File: config.mk
export PLATFORM = sky130hd
export DESIGN_NAME = enc_cnt_packer
export DESIGN_NICKNAME = d
export VERILOG_FILES = /design/src/rtl/enc_cnt_packer_pkg.sv /design/src/rtl/enc_sample_fifo.sv /design/src/rtl/enc_cnt_packer.sv
export SDC_FILE = /design/constraint.sdc
export NUM_CORES = 1
export LEC_CHECK = 0
export BUFFER_PORTS_ARGS = -buffer_cell sky130_fd_sc_hd__buf_2
export CORE_MARGIN = 4
export CORE_UTILIZATION = 55
export DETAILED_ROUTE_END_ITERATION = 8
export PLACE_DENSITY_LB_ADDON = 0.08
export SLEW_MARGIN = 20
export SYNTH_ARGS = -nofsm -noshare
export SYNTH_HDL_FRONTEND = slang
export SYNTH_SLANG_ARGS = --single-unit
File: constraint.sdc
create_clock -name CLK -period 8 [get_ports CLK]
set_clock_uncertainty 0.1 [all_clocks]
set_input_delay 0.8 -clock CLK [delete_from_list [all_inputs] [get_ports CLK]]
set_output_delay 0.8 -clock CLK [all_outputs]
set_load 0.05 [all_outputs]
File: src/rtl/enc_cnt_packer_pkg.sv
// rtl/enc_cnt_packer_pkg.sv - shared types and constants for the encoder counter packer
//
// Purpose: packet magic, counter width, serializer state encoding, FIFO entry
//          layout and the packet header builder.
package enc_cnt_packer_pkg;

  localparam logic [7:0] ENC_PKT_MAGIC = 8'hA5;
  localparam int         ENC_CNT_W     = 64;
  localparam int         ENC_SEQ_W     = 16;

  // One-hot serializer states.
  typedef enum logic [3:0] {
    SER_IDLE = 4'b0001,
    SER_W0   = 4'b0010,
    SER_W1   = 4'b0100,
    SER_W2   = 4'b1000
  } ser_state_t;

  // FIFO entry: {overflow, seq, cnt}.
  typedef struct packed {
    logic                 ovf;
    logic [ENC_SEQ_W-1:0] seq;
    logic [ENC_CNT_W-1:0] cnt;
  } sample_t;

  localparam int SAMPLE_W = $bits(sample_t);

  // First packet word: {magic, seq, 7'b0, ovf}.
  function automatic logic [31:0] pkt_header(input sample_t s);
    return {ENC_PKT_MAGIC, s.seq, 7'b0, s.ovf};
  endfunction

endpackage

File: src/rtl/enc_sample_fifo.sv
// rtl/enc_sample_fifo.sv - synchronous sample FIFO with occupancy level
//
// Purpose: buffers captured samples between capture logic and the serializer.
// Ports:
//   clk, rst_n     clock, asynchronous active-low reset
//   push, din      write request and data (ignored when full)
//   pop, dout      read request (ignored when empty); dout shows the head entry
//   full, empty    occupancy flags
//   level          number of stored entries
module enc_sample_fifo #(
  parameter int P_DEPTH = 16,
  parameter int P_WIDTH = 81
) (
  input  logic                       clk,
  input  logic                       rst_n,
  input  logic                       push,
  input  logic [P_WIDTH-1:0]         din,
  input  logic                       pop,
  output logic [P_WIDTH-1:0]         dout,
  output logic                       full,
  output logic                       empty,
  output logic [$clog2(P_DEPTH):0]   level
);

  localparam int AW = $clog2(P_DEPTH);

  logic [P_WIDTH-1:0] mem [P_DEPTH];
  logic [AW:0]        wr_ptr;
  logic [AW:0]        rd_ptr;
  logic               do_push;
  logic               do_pop;

  // Extra pointer MSB tells a full buffer apart from an empty one.
  assign empty   = (wr_ptr == rd_ptr);
  assign full    = (wr_ptr[AW] != rd_ptr[AW]) && (wr_ptr[AW-1:0] == rd_ptr[AW-1:0]);
  assign level   = wr_ptr - rd_ptr;
  assign do_push = push && !full;
  assign do_pop  = pop && !empty;
  assign dout    = mem[rd_ptr[AW-1:0]];

  always_ff @(posedge clk or negedge rst_n) begin
    if (!rst_n) begin
      wr_ptr <= '0;
      rd_ptr <= '0;
    end else begin
      if (do_push) wr_ptr <= wr_ptr + 1'b1;
      if (do_pop)  rd_ptr <= rd_ptr + 1'b1;
    end
  end

  always_ff @(posedge clk) begin
    if (do_push) mem[wr_ptr[AW-1:0]] <= din;
  end

endmodule

File: src/rtl/enc_cnt_packer.sv
// rtl/enc_cnt_packer.sv - captures encoder counter samples and emits 3-word stream packets
//
// Purpose: on each armed ready strobe, queue {ovf, seq, cnt}; serialize each
//          entry as W0={A5,seq,7'b0,ovf}, W1=cnt[63:32], W2=cnt[31:0] (tlast).
// Ports:
//   CLK, I_RST_N          clock, asynchronous active-low reset
//   I_ARM                 acquisition enable; low clears seq and drop count
//   I_CNT, I_OVERFLOW     sample captured when I_READY is high
//   I_READY               one-cycle sample strobe
//   O_TDATA/O_TVALID/O_TLAST, I_TREADY   packet stream
//   O_LEVEL, O_FULL       FIFO occupancy (packet in serializer not counted)
//   O_DROP_CNT            saturating count of samples lost to a full FIFO
module enc_cnt_packer
  import enc_cnt_packer_pkg::*;
#(
  parameter int P_DEPTH = 16,
  parameter int P_SEQ_W = 16
) (
  input  logic                      CLK,
  input  logic                      I_RST_N,
  input  logic                      I_ARM,
  input  logic [63:0]               I_CNT,
  input  logic                      I_OVERFLOW,
  input  logic                      I_READY,
  output logic [31:0]               O_TDATA,
  output logic                      O_TVALID,
  input  logic                      I_TREADY,
  output logic                      O_TLAST,
  output logic [$clog2(P_DEPTH):0]  O_LEVEL,
  output logic                      O_FULL,
  output logic [15:0]               O_DROP_CNT
);

  logic [P_SEQ_W-1:0]  seq_q;
  logic [15:0]         drop_q;

  logic                fifo_push;
  logic                fifo_pop;
  logic                fifo_full;
  logic                fifo_empty;
  logic [SAMPLE_W-1:0] fifo_din;
  logic [SAMPLE_W-1:0] fifo_dout;
  sample_t             sample_in;
  sample_t             head;

  ser_state_t          state_q, state_d;
  logic [31:0]         tdata_q, tdata_d;
  logic                tlast_q, tlast_d;
  logic                tvalid_q, tvalid_d;
  logic [63:0]         cnt_q;
  logic                hs;

  // ---------------- capture ----------------
  assign sample_in = '{ovf: I_OVERFLOW, seq: seq_q, cnt: I_CNT};
  assign fifo_din  = sample_in;
  // Full is the pre-edge state; a pop on the same edge does not make room.
  assign fifo_push = I_ARM && I_READY && !fifo_full;

  always_ff @(posedge CLK or negedge I_RST_N) begin
    if (!I_RST_N) begin
      seq_q  <= '0;
      drop_q <= '0;
    end else if (!I_ARM) begin
      seq_q  <= '0;
      drop_q <= '0;
    end else if (I_READY) begin
      // seq advances on drops too so the host sees the gap.
      seq_q <= seq_q + 1'b1;
      if (fifo_full && drop_q != 16'hFFFF) drop_q <= drop_q + 1'b1;
    end
  end

  enc_sample_fifo #(
    .P_DEPTH (P_DEPTH),
    .P_WIDTH (SAMPLE_W)
  ) u_fifo (
    .clk   (CLK),
    .rst_n (I_RST_N),
    .push  (fifo_push),
    .din   (fifo_din),
    .pop   (fifo_pop),
    .dout  (fifo_dout),
    .full  (fifo_full),
    .empty (fifo_empty),
    .level (O_LEVEL)
  );

  assign head = fifo_dout;

  // ---------------- serializer ----------------
  assign hs = tvalid_q && I_TREADY;

  always_ff @(posedge CLK or negedge I_RST_N) begin
    if (!I_RST_N) begin
      state_q  <= SER_IDLE;
      tdata_q  <= '0;
      tlast_q  <= 1'b0;
      tvalid_q <= 1'b0;
      cnt_q    <= '0;
    end else begin
      state_q  <= state_d;
      tdata_q  <= tdata_d;
      tlast_q  <= tlast_d;
      tvalid_q <= tvalid_d;
      // W0 is built straight from the FIFO head; only the count is kept for W1/W2.
      if (fifo_pop) cnt_q <= head.cnt;
    end
  end

  always_comb begin
    state_d  = state_q;
    tdata_d  = tdata_q;
    tlast_d  = tlast_q;
    tvalid_d = tvalid_q;
    fifo_pop = 1'b0;
    unique case (state_q)
      SER_IDLE: begin
        if (!fifo_empty) begin
          fifo_pop = 1'b1;
          state_d  = SER_W0;
          tdata_d  = pkt_header(head);
          tlast_d  = 1'b0;
          tvalid_d = 1'b1;
        end
      end
      SER_W0: begin
        if (hs) begin
          state_d = SER_W1;
          tdata_d = cnt_q[63:32];
        end
      end
      SER_W1: begin
        if (hs) begin
          state_d = SER_W2;
          tdata_d = cnt_q[31:0];
          tlast_d = 1'b1;
        end
      end
      SER_W2: begin
        if (hs) begin
          if (!fifo_empty) begin
            // Load the next packet on the last handshake: no idle cycle between packets.
            fifo_pop = 1'b1;
            state_d  = SER_W0;
            tdata_d  = pkt_header(head);
            tlast_d  = 1'b0;
          end else begin
            state_d  = SER_IDLE;
            tdata_d  = '0;
            tlast_d  = 1'b0;
            tvalid_d = 1'b0;
          end
        end
      end
      default: begin
        state_d  = SER_IDLE;
        tdata_d  = '0;
        tlast_d  = 1'b0;
        tvalid_d = 1'b0;
      end
    endcase
  end

  assign O_TDATA    = tdata_q;
  assign O_TLAST    = tlast_q;
  assign O_TVALID   = tvalid_q;
  assign O_FULL     = fifo_full;
  assign O_DROP_CNT = drop_q;

endmodule
==> impl_metrics.tcl <==
set metrics [dict create \
    clk_path_buf_depth 3 \
    cts_inserted_buffers 146 \
    hold-path-cell-count 2 \
    hold_violations 0 \
    clock_sink_count 1440 \
    p_leak_nw 20.6 \
    synth.yosys.warnings 0 \
    route.detailed.wl_per_inst_um 30.7 \
    clock_latency_ps 730 \
    dieArea_sq_um 105000 \
    cp_cell_sequence "inv_2 -> ha_1 -> and4_1 -> and2_1 -> nor4_1 -> and2_4 -> buf_4" \
    setup-violations-final 0 \
    drcViolationCount 0 \
    filler_cell_count 6779 \
    cpMaxStageDelayCell "sky130_fd_sc_hd__and2_4" \
    yosys.cell_types.count 58 \
    cts.htree.levels 4 \
    vias_in_the_first_global_route 27600 \
    drt_first_iter_violations 2840 \
    yosysSeqAreaShare_pct 77.5 \
    cts_setup_buffers 0 \
    clk_root_buffer_cell "sky130_fd_sc_hd__clkbuf_16" \
    ctsResizeCount 0 \
    globalRouteTotalUtil_pct 25.2 \
    critPathBufInv 2 \
    ys_seq_elements 1440 \
    layout_overhead_on_the_synthesized_area_pct 12.4 \
    worst_setup_hold_path_clk_slew_ps 60 \
    min_period_ps 4670 \
    timing.critical_path.required_ps 8260 \
    placed_cells 3918 \
    reg2reg_to "u_fifo.mem[0][8]" \
    reg2reg_depth 7 \
    fp-row-count 115 \
    finalSetupTns_ps 0 \
    hpwlAfterDp_um 71900 \
    flop2flop_setup_slack_ps 3330 \
    grt_pass1_wl_um 190000 \
    synth.area.top_cells "sky130_fd_sc_hd__edfxtp_1 (71%), sky130_fd_sc_hd__mux4_2 (13%), sky130_fd_sc_hd__dfrtp_1 (6.5%)" \
    tritoncts "done" \
    worstHoldPathType "in -> reg" \
    die_h_um 324 \
    slew_headroom_pct 23.5 \
    final_max_slew_viol_count 0 \
    run_status "finished clean" \
    ioPinCount 126 \
    tightest_slew_ps 1150 \
    mappedNetlistArea_sq_um 54900 \
    num-nets-final 2864 \
    drt.antenna.violating_nets 0 \
    number_of_detailed_route_iterations_in_the_first_pass 7 \
    final_layout_size_suffix_gt1_share_pct 26.3 \
    antenna_found_initial 13 \
    final_min_period_over_clock_period_pct 58.4 \
    min_from "I_ARM" \
    layout.cells.most_common "sky130_fd_sc_hd__edfxtp_1" \
    synthesis.instances 2604 \
    synthDominantCellAreaShare_pct 70.9 \
    final_area_sq_um 61700 \
    dr_total_vias 26700 \
    critical_path.top_delay_family "simple AND/OR/NAND/NOR gates" \
    postRouteWirelength_um 129000 \
    grt_max_degree 102 \
    syn-mean-instance-area_sq_um 21.1 \
    synth_flop_cell "sky130_fd_sc_hd__edfxtp_1" \
    rsz0062_at_grt "no" \
    placement.io_buffers 125 \
    core_area_sq_um 98700 \
    start_util_pct 55.6 \
    vdd_ir_drop_max_mv 0.304 \
    setup.worst_path.start_class "flop" \
    critPathMaxFanout 53 \
    placed_area_sq_um 56900 \
    end_kind "flop" \
    post_layout_nonfiller_instances 4194 \
    die-width_um 324 \
    cts_hold_buffers 1 \
    post-synth-top-area-cell "sky130_fd_sc_hd__edfxtp_1" \
    hold_crit_endpoint "O_DROP_CNT[14]" \
    timing_worst_setup_path_type "reg -> reg" \
    layout.cells.most_common_list "sky130_fd_sc_hd__edfxtp_1 (1,296), sky130_fd_sc_hd__mux4_2 (307), sky130_fd_sc_hd__clkbuf_16 (154), sky130_fd_sc_hd__dfrtp_1 (141), sky130_fd_sc_hd__buf_2 (124)" \
    cp.arrival_ps 4930 \
    synth-async-reset-ratio_pct 10.0 \
    drt-vias-per-instance 6.35 \
    synth.net_count 2686 \
    globalRouteOverflowTotal 0 \
    powerDensity_nw_per_um2 352 \
    gp_routability_congestion 0.792 \
    drv.max_cap_violation_count 0 \
    reg2reg_from "u_fifo.rd_ptr[3]" \
    timing.critical_path.slowest_cell_delay_ps 950 \
    count_of_flip_flops_with_a_built_in_enable_after_synthesis 1296 \
    maxClockFrequency_mhz 214 \
]
==> synth_stat cells (all sizes together) (18+ instances only) <==
cell type and n:
a221oi 64, a22o 64, a22oi 32, and2 18, buf 72, clkbuf 74
dfrtp 143, edfxtp 1296, mux2 35, mux2i 21, mux4 307, nand2 107
nor2 65, o21ai 105, o22ai 34, xnor2 22
==> power breakdown <==
part	leakage [nW]	total, mW	switching (mW)	internal (mW)
sequential	13.8	9.29	0.503	8.78
clock	2.32	6.62	2.73	3.89
combinational	4.50	5.82	3.44	2.39
==> registers in the layout, summed over array words and instances (netlist names) <==
signal	count
seq_q	16
O_TLAST	1
O_DROP_CNT	16
u_fifo.mem	1296
O_TVALID	1
u_fifo.wr_ptr	5
state_q	4
cnt_q	64
O_TDATA	32
u_fifo.rd_ptr	5
==> logic make-up after synthesis <==
group / after synthesis / synth area share (%)
buffers and inverters: 158 / 1.38
multiplexers: 363 / 13.7
AND/OR/NAND/NOR: 259 / 2.20
adder cells (fa/ha/maj): 12 / 0.287
XOR/XNOR: 36 / 0.588
flip-flops: 1440 / 77.5
AO/OA/AOI/OAI: 336 / 4.39
==> worst max path at each step <==
stage,from,end,cells past startpoint
floorplan,u_fifo.rd_ptr[1],u_fifo.mem[0][0],8
global placement,u_fifo.rd_ptr[2],u_fifo.mem[0][11],7
detailed placement,u_fifo.rd_ptr[3],u_fifo.mem[0][77],7
CTS,u_fifo.rd_ptr[3],u_fifo.mem[0][15],7
global route,u_fifo.rd_ptr[3],u_fifo.mem[0][12],7
finish,u_fifo.rd_ptr[3],u_fifo.mem[0][8],7
==> through the flow <==
stage / utilization [%] / hold WS, ps / power, mW / setup WS [ps]
floorplan: - / 350 / 13.4 / 3020
global placement: 57.6 / 363 / 15.3 / 3490
detailed placement: 57.7 / 368 / 15.3 / 3430
CTS: 62.4 / 277 / 21.9 / 3430
global route: 62.5 / 317 / 22.7 / 3190
finish: 62.5 / 327 / 21.7 / 3330
==> cell type report <==
| type | instances | area (sq um) | area share, % |
|---|---|---|---|
| inverters | 12 | 45.0 | 0.0730 |
| diodes | 3 | 7.51 | 0.0122 |
| repair buffers | 176 | 1090 | 1.77 |
| well taps | 1287 | 1610 | 2.61 |
| clock inverters | 64 | 493 | 0.799 |
| multi-input cells | 1006 | 11700 | 19.0 |
| clock buffers | 206 | 4210 | 6.82 |
| flip-flops and latches | 1440 | 42500 | 68.9 |
==> layer usage <==
metal  vias up  global-route usage, %  share of wire [%]
met5         -                      0              0.036
met2      1007                   40.8                 49
met4         6                   7.21                2.6
li1      11200                      -                  -
met3       214                   5.57                7.5
met1     14200                   35.3                 41
No activity file was read; power rests on OpenSTA's default activity.
